### src/rtl/spi_slave_tx_mlane.sv
// Multi-lane SPI slave transmit shifter with a small word FIFO.
// Words pushed over valid/ready are shifted out 1, 2 or 4 bits per sclk,
// MSB- or LSB-first. Consecutive words are sent without gaps, and a
// sticky underrun flag records a transfer that started with no data.
module spi_slave_tx_mlane #(
  parameter int DATA_WIDTH = 32,
  parameter int FIFO_DEPTH = 2,
  parameter int CNT_W      = $clog2(DATA_WIDTH)
) (
  input  logic                  sclk,
  input  logic                  cs,
  input  logic [1:0]            lane_mode,
  input  logic                  lsb_first,
  input  logic [CNT_W-1:0]      counter_in,
  input  logic                  counter_in_upd,
  input  logic [DATA_WIDTH-1:0] data,
  input  logic                  data_valid,
  output logic                  data_ready,
  output logic [3:0]            miso,
  output logic [3:0]            miso_oe,
  output logic                  done,
  output logic                  busy,
  output logic                  underrun
);

  localparam int PTR_W  = (FIFO_DEPTH > 1) ? $clog2(FIFO_DEPTH) : 1;
  localparam int FCNT_W = $clog2(FIFO_DEPTH + 1);

  typedef enum logic {S_IDLE, S_SHIFT} state_t;

  logic [DATA_WIDTH-1:0] fifo_q [FIFO_DEPTH];
  logic [PTR_W-1:0]      wr_ptr_q, rd_ptr_q;
  logic [FCNT_W-1:0]     fcount_q;
  state_t                state_q;
  logic [DATA_WIDTH-1:0] shift_q;
  logic [CNT_W-1:0]      cnt_q, word_tgt_q, tgt_raw_q;
  logic [1:0]            lmode_q;   // 0 single, 1 dual, 2 quad
  logic                  underrun_q;

  logic                  fifo_full, fifo_empty, push, pop, load, end_of_word;
  logic [CNT_W-1:0]      next_raw;
  logic [1:0]            load_mode;
  logic [DATA_WIDTH-1:0] load_word;

  // Mode 11 behaves as single lane.
  function automatic logic [1:0] norm_mode(input logic [1:0] m);
    return (m == 2'b11) ? 2'b00 : m;
  endfunction

  // Clamp the requested beat target so a word never runs past its last bit.
  function automatic logic [CNT_W-1:0] clamp_tgt(input logic [CNT_W-1:0] t, input logic [1:0] m);
    logic [CNT_W-1:0] lim;
    case (m)
      2'b01:   lim = CNT_W'(DATA_WIDTH / 2 - 1);
      2'b10:   lim = CNT_W'(DATA_WIDTH / 4 - 1);
      default: lim = CNT_W'(DATA_WIDTH - 1);
    endcase
    return (t > lim) ? lim : t;
  endfunction

  function automatic logic [DATA_WIDTH-1:0] bitrev(input logic [DATA_WIDTH-1:0] x);
    logic [DATA_WIDTH-1:0] r;
    for (int i = 0; i < DATA_WIDTH; i++) r[i] = x[DATA_WIDTH-1-i];
    return r;
  endfunction

  function automatic logic [DATA_WIDTH-1:0] shift_next(input logic [DATA_WIDTH-1:0] s, input logic [1:0] m);
    case (m)
      2'b01:   return s << 2;
      2'b10:   return s << 4;
      default: return s << 1;
    endcase
  endfunction

  function automatic logic [PTR_W-1:0] ptr_inc(input logic [PTR_W-1:0] p);
    return (p == PTR_W'(FIFO_DEPTH - 1)) ? '0 : p + 1'b1;
  endfunction

  assign fifo_full   = (fcount_q == FCNT_W'(FIFO_DEPTH));
  assign fifo_empty  = (fcount_q == '0);
  assign data_ready  = !fifo_full && !cs;
  assign push        = data_valid && data_ready;
  assign busy        = (state_q == S_SHIFT);
  assign end_of_word = busy && (cnt_q == word_tgt_q);
  assign done        = end_of_word;
  assign underrun    = underrun_q;
  // A target update arriving on the load edge itself applies to that load.
  assign next_raw    = counter_in_upd ? counter_in : tgt_raw_q;
  assign load        = !cs && (((state_q == S_IDLE) && counter_in_upd) ||
                               (end_of_word && !fifo_empty));
  assign pop         = load && !fifo_empty;
  assign load_mode   = norm_mode(lane_mode);

  // Select the word entering the shifter: FIFO head, or zeros on underrun.
  always_comb begin
    load_word = fifo_empty ? '0 : fifo_q[rd_ptr_q];
    if (lsb_first) load_word = bitrev(load_word);
  end

  // FIFO storage; contents need no reset since occupancy gates every read.
  always_ff @(posedge sclk) begin
    if (push) fifo_q[wr_ptr_q] <= data;
  end

  // FIFO pointers and occupancy; cs flushes the buffer.
  always_ff @(posedge sclk) begin
    if (cs) begin
      wr_ptr_q <= '0;
      rd_ptr_q <= '0;
      fcount_q <= '0;
    end else begin
      if (push) wr_ptr_q <= ptr_inc(wr_ptr_q);
      if (pop)  rd_ptr_q <= ptr_inc(rd_ptr_q);
      case ({push, pop})
        2'b10:   fcount_q <= fcount_q + 1'b1;
        2'b01:   fcount_q <= fcount_q - 1'b1;
        default: ;
      endcase
    end
  end

  // Transfer FSM: load, shift, and chain the next word on the last beat.
  always_ff @(posedge sclk) begin
    if (cs) begin
      state_q    <= S_IDLE;
      shift_q    <= '0;
      cnt_q      <= '0;
      tgt_raw_q  <= '1;
      word_tgt_q <= '1;
      lmode_q    <= 2'b00;
      underrun_q <= 1'b0;
    end else begin
      if (counter_in_upd) tgt_raw_q <= counter_in;
      if (load) begin
        state_q    <= S_SHIFT;
        shift_q    <= load_word;
        cnt_q      <= '0;
        word_tgt_q <= clamp_tgt(next_raw, load_mode);
        lmode_q    <= load_mode;
        if (fifo_empty) underrun_q <= 1'b1;
      end else if (end_of_word) begin
        state_q <= S_IDLE;
        shift_q <= '0;
        cnt_q   <= '0;
      end else if (busy) begin
        cnt_q   <= cnt_q + 1'b1;
        shift_q <= shift_next(shift_q, lmode_q);
      end
    end
  end

  // Lane drive: top LANES shifter bits, highest bit on the highest lane.
  always_comb begin
    miso    = '0;
    miso_oe = '0;
    if (busy) begin
      case (lmode_q)
        2'b01: begin
          miso[1:0] = shift_q[DATA_WIDTH-1 -: 2];
          miso_oe   = 4'b0011;
        end
        2'b10: begin
          miso      = shift_q[DATA_WIDTH-1 -: 4];
          miso_oe   = 4'b1111;
        end
        default: begin
          miso[0]   = shift_q[DATA_WIDTH-1];
          miso_oe   = 4'b0001;
        end
      endcase
    end
  end

endmodule

### config.mk
export PLATFORM = sky130hd
export DESIGN_NAME = spi_slave_tx_mlane
export DESIGN_NICKNAME = d
export VERILOG_FILES = /design/src/rtl/spi_slave_tx_mlane.sv
export SDC_FILE = /design/constraint.sdc
export NUM_CORES = 1
export LEC_CHECK = 0
export ABC_AREA = 1
export CAP_MARGIN = 10
export CORE_ASPECT_RATIO = 0.6
export CORE_MARGIN = 8
export CORE_UTILIZATION = 35
export CTS_BUF_LIST = sky130_fd_sc_hd__clkbuf_16
export CTS_CLUSTER_SIZE = 12
export DETAILED_ROUTE_END_ITERATION = 8
export HOLD_SLACK_MARGIN = 0.05
export SLEW_MARGIN = 20
export SYNTH_ARGS = -nofsm -noshare
export SYNTH_HDL_FRONTEND = slang
export SYNTH_SLANG_ARGS = --single-unit
### constraint.sdc
create_clock -name sclk -period 2.4 [get_ports sclk]
set_input_delay 0.36 -clock sclk [delete_from_list [all_inputs] [get_ports sclk]]
set_output_delay 0.36 -clock sclk [all_outputs]
set_load 0.01 [all_outputs]
# Yosys cells after proc, flatten, opt, wreduce, memory -nomap -nowiden
# Memories as Yosys holds them, arrays and structs flattened. A register that Yosys moved wholly into a read port is not among the register bits.
# Cells that the tools add are included.
# word_totals
register_bits	55
mem_bits_rw	64
out_inout_bits	12
wordCells	71
n_memories	1
# memory_table
name	depth	word_bits	rd	rd_ports_with_merged_regs	wr	line	source
fifo_q	2	32	1	1	1	31	logic [DATA_WIDTH-1:0] fifo_q [FIFO_DEPTH];
# classes
addsub	5
order_cmp	1
eq_ne	9
muxes	27
bitwise_logic	1
reduce_logical	17
# ops
cell	n
$mux W32	5
$pmux W32 S2	1
$mux W5	4
$eq A2 B2 Y1 const B	5
$pmux W5 S2	1
$mux W1	8
$mux W4	2
$pmux W4 S2	1
$logic_and A1 B1 Y1	7
$eq A2 B1 Y1 const B	3
$add A5 B1 Y5 const B	1
$eq A5 B5 Y1	1
$gt A5 B5 Y1	1
$mux W2	2
$pmux W1 S2	2
$pmux W2 S2	1
$reduce_bool A2 Y1	2
$logic_not A1 Y1	3
$reduce_bool A3 Y1	1
$reduce_or A3 Y1	1
$add A1 B1 Y1 const B	2
$add A2 B1 Y2 const B	1
$logic_not A2 Y1	1
$reduce_and A2 Y1	1
3 further kinds	3

# Depth between registers and ports, before layout
# Gate-level depths: netlist of the first run.
# depth
ltp_word	9
ltp_mapped	15
depth_no_buf	15

# Worst setup path after synthesis of the first run
# OpenSTA, ideal clock, no wires.
# synth_timing
path_type	input port to flip-flop
startpoint	in cs
endpoint	mem fifo_q[0][0], enable pin
t_arrival_ns	2.314
t_required_ns	1.979
slack_ns	-0.335
path_stages	4
path_buffers	1
path_cell_list	buf_2 -> a21oi_1 -> nand2_1 -> nor2_1
# synth_via
elab_chain_cells	5
# synth_rtl
element	line	source
start, declared	11	input logic cs,
$logic_not A1 Y1	81	assign data_ready = !fifo_full && !cs;
$logic_and A1 B1 Y1	81	
named net data_ready	18	output logic data_ready,
$logic_and A1 B1 Y1	82	assign push = data_valid && data_ready;
$mux W1	102	if (push) fifo_q[wr_ptr_q] <= data;
$mux W1 (not written as such)	102	
end, declared	31	
# The timed path passes the listed nets, and every way through them passes these cells.

# Worst setup path in the final report of the first run
# layout_timing
startpoint	reg state_q (netlist: busy)
endpoint	out done
# layout_via
elab_chain_cells	1
# layout_rtl
element	line	source
start, declared	34	state_t state_q;
start signal, assigned	125	state_q <= S_IDLE;
start signal, assigned	135	state_q <= S_SHIFT;
start signal, assigned	142	state_q <= S_IDLE;
$logic_and A1 B1 Y1	84	assign end_of_word = busy && (cnt_q == word_tgt_q);
end, declared	21	output logic done,
# Every way passes these cells.

==> results of run 1 <==
-- cell usage after synthesis, types with 2 or more instances --
cell type	number	area, um^2
buf_2	19	95.1
a21oi_1	109	546
buf_6	4	45.0
inv_2	2	7.51
inv_1	72	270
nor3_1	2	10.0
nand4_1	3	18.8
buf_1	5	18.8
dfxtp_1	56	1120
xor2_1	2	17.5
a22oi_1	2	15.0
buf_4	2	15.0
clkbuf_1	25	93.8
edfxtp_1	64	1920
o21ai_0	58	290
nand3_1	73	365
nand2_1	222	833
nor2_1	81	304
ha_1	9	113
-- stage by stage --
| stage | worst slack, ns | power [mW] | TNS [ns] |
|---|---|---|---|
| global placement | 0.0762 | 3.08 | 0 |
| global route | 0.00376 | 5.72 | 0 |
| floorplan | -0.335 | 2.82 | -21.42 |
| CTS | 0.0508 | 5.50 | 0 |
| detailed placement | 0.0558 | 3.09 | 0 |
| finish | 0.142 | 5.47 | 0 |
-- flip-flops by register name (all words and copies together), names as in the netlist, 2 cells and up, named ones only --
signal / flops
fcount_q: 2
shift_q: 32
word_tgt_q: 5
lmode_q: 2
fifo_q: 64
cnt_q: 5
tgt_raw_q: 5
-- worst max path at each step --
stage                      start       endpoint  slack, ns  depth (start not counted)
global placement    lane_mode[0]  word_tgt_q[3]       0.08                         14
finish                      busy           done       0.14                          6
floorplan                     cs   fifo_q[0][0]      -0.33                          4
global route                busy           done      0.004                          6
CTS                         busy           done       0.05                          6
detailed placement  lane_mode[0]  word_tgt_q[3]       0.06                         14
-- per-layer routing --
metal	vias up	track usage [%]	share of wire, %
met5	-	0	0
met4	0	3.73	1.0
met1	2480	21.8	54
met2	163	20.2	39
li1	2783	-	-
met3	13	3.55	6.1
-- layout make-up --
class | count | area [um^2] | share of cell area (%)
Clock buffer | 18 | 450 | 5.97
Clock inverter | 14 | 105 | 1.39
Inverter | 74 | 278 | 3.68
Multi-Input combinational cell | 571 | 2590 | 34.4
Sequential cell | 120 | 3040 | 40.3
Tap cell | 234 | 293 | 3.88
Timing Repair Buffer | 78 | 778 | 10.3
-- power breakdown --
group,leakage (nW),switching [mW],internal (mW)
clock network,0.289,0.947,1.47
registers,1.04,0.0572,2.26
logic,1.65,0.464,0.276
total,2.98,1.47,4.00
-- worst min-delay path: cells and delay by family (launching register included) --
family | cells | cell delay (ns)
flops | 1 | 0.33
simple gates | 2 | 0.11
-- kinds of logic (layout without fill, tap and decap cells) --
family	after synthesis	after routing	synth area share, %
AND/OR/NAND/NOR	384	384	25.2
buffers and inverters	129	184	8.83
flip-flops	120	120	49.3
adder cells (fa/ha/maj)	9	9	1.82
AO/OA/AOI/OAI	176	176	14.6
XOR/XNOR	2	2	0.284
-- placed cells by master, fill, tap and decap left out, types with 53 or more instances in the layout --
cell             count
nand2_1            222
a21oi_1            109
nor2_1              79
inv_1               74
nand3_1             73
edfxtp_1            64
o21ai_0             58
dfxtp_1             56
clkdlybuf4s50_1     53
-- timing repair --
item                                    4_1_cts  5_1_grt
endpoints found under the setup margin        2        1
endpoints found under the hold margin         0        0
gates resized for setup                       2        2
setup buffers                                 0        0
==> flow_metrics.env, run 1 <==
export IMPL_grt_max_degree=45
export IMPL_fin_util_pct=43.8
export IMPL_overflow=0
export IMPL_vias=5439
export IMPL_final_area_mm2=0.00754
export IMPL_port_buffers=55
export IMPL_yosys_warnings=0
export IMPL_hp_start="lmode_q[0]"
export IMPL_std_cell_rows=37
export IMPL_place_hpwl_um=10700
export IMPL_cts_tree="done"
export IMPL_h_tree_depth=4
export IMPL_grt_pass1_vias=5178
export IMPL_holdWs_ns=0.480
export IMPL_die_height_um=119
export IMPL_cts_sinks=120
export IMPL_fin_nets=915
export IMPL_start_util_pct=35.9
export IMPL_ant_nets=0
export IMPL_worst_r2r_path_depth=11
export IMPL_clkTransAtPathRegs_ns=0.06
export IMPL_viasPerCell=4.90
export IMPL_hold_viol=0
export IMPL_die_width_um=188
export IMPL_dieArea_mm2=0.0223
export IMPL_fin_cells=1109
export IMPL_run_status="completed"
export IMPL_synth_seq_cells=120
export IMPL_netlist_instances=820
export IMPL_r2r_end="shift_q[8]"
export IMPL_place_gp_congestion=0.799
export IMPL_placed_area_mm2=0.00698
export IMPL_syn_cell_area_mm2=0.00618
export IMPL_antenna_cells=0
export IMPL_timing_rr_start="lmode_q[0]"
export IMPL_critPathLaunchType="flop"
export IMPL_synth_async_reset_ratio_pct=0
export IMPL_drc=0
export IMPL_worstMarginPinSlew_ns=0.480
export IMPL_synth_distinct_cells=29
export IMPL_fillers=1735
export IMPL_cp_end_kind="primary output"
export IMPL_skew_ns=0.0117
export IMPL_drive_above_1_share_pct=6.86
export IMPL_wl_um=16000
export IMPL_cts_buffers_inserted=17
export IMPL_maxCapViolations=0
export IMPL_finalMaxSlewViolations=0
export IMPL_maxSlewHeadroom_pct=68.0
export IMPL_synthToLayoutAreaGrowth_pct=22.1
export IMPL_crit_family="buffers and inverters"
export IMPL_rsz0062_at_grt="false"
export IMPL_holdPathStages=2
export IMPL_avgSynthCellArea_um2=7.53
export IMPL_root_buffer="clkbuf_16"
export IMPL_min_period_ns=2.26
export IMPL_leakagePower_nw=2.98
export IMPL_track_usage_pct=14.5
export IMPL_wl_per_cell_um=14.4
export IMPL_yosysSeqAreaShare_pct=49.3
export IMPL_clk_latency_ns=0.41
export IMPL_hold_path_class="flop to flop"
export IMPL_dp_cells=1077
export IMPL_postCtsHoldBufs=0
export IMPL_grt_pass1_wl_um=27000
export IMPL_cp_required_ns=2.04
export IMPL_crit_path_cell_trace="buf_8, nand2_1, nor2_1, nand3_1, inv_1, clkdlybuf4s50_1"
export IMPL_cp_max_fo=25
export IMPL_clock_tree_buffer_depth=2
export IMPL_cpMaxStageDelayCell="clkdlybuf4s50_1"
export IMPL_pwr_density_cell_mw_per_mm2=726
export IMPL_max_freq_mhz=443
export IMPL_antenna_found_initial=0
export IMPL_cp_arrival_ns=1.90
export IMPL_crit_type="flop to primary output"
export IMPL_slowest_delay_ns=0.53
export IMPL_synth_edf_count=64
export IMPL_fin_crit_sh_pct=94.1
export IMPL_drt_first_pass_iters=5
export IMPL_reg2reg_slack_ns=0.41
export IMPL_path_buf_inv=3
export IMPL_drtIter0Drc=457
export IMPL_syn_nets=873
export IMPL_setup_viol=0
export IMPL_io_pins=56
export IMPL_core_area_mm2=0.0172
export IMPL_ir_drop_mv=0.441
export IMPL_hold_end="lmode_q[0]"
export IMPL_synth_main_ff_cell="edfxtp_1"
No activity file was read; power rests on OpenSTA's default activity.
==> inputs of run 2 (changes only) <==
Settings changed: SLEW_MARGIN 20 to not set.
==> results of run 2 <==
Same layout as run 1: the final DEF is identical, and so are final timing and power.
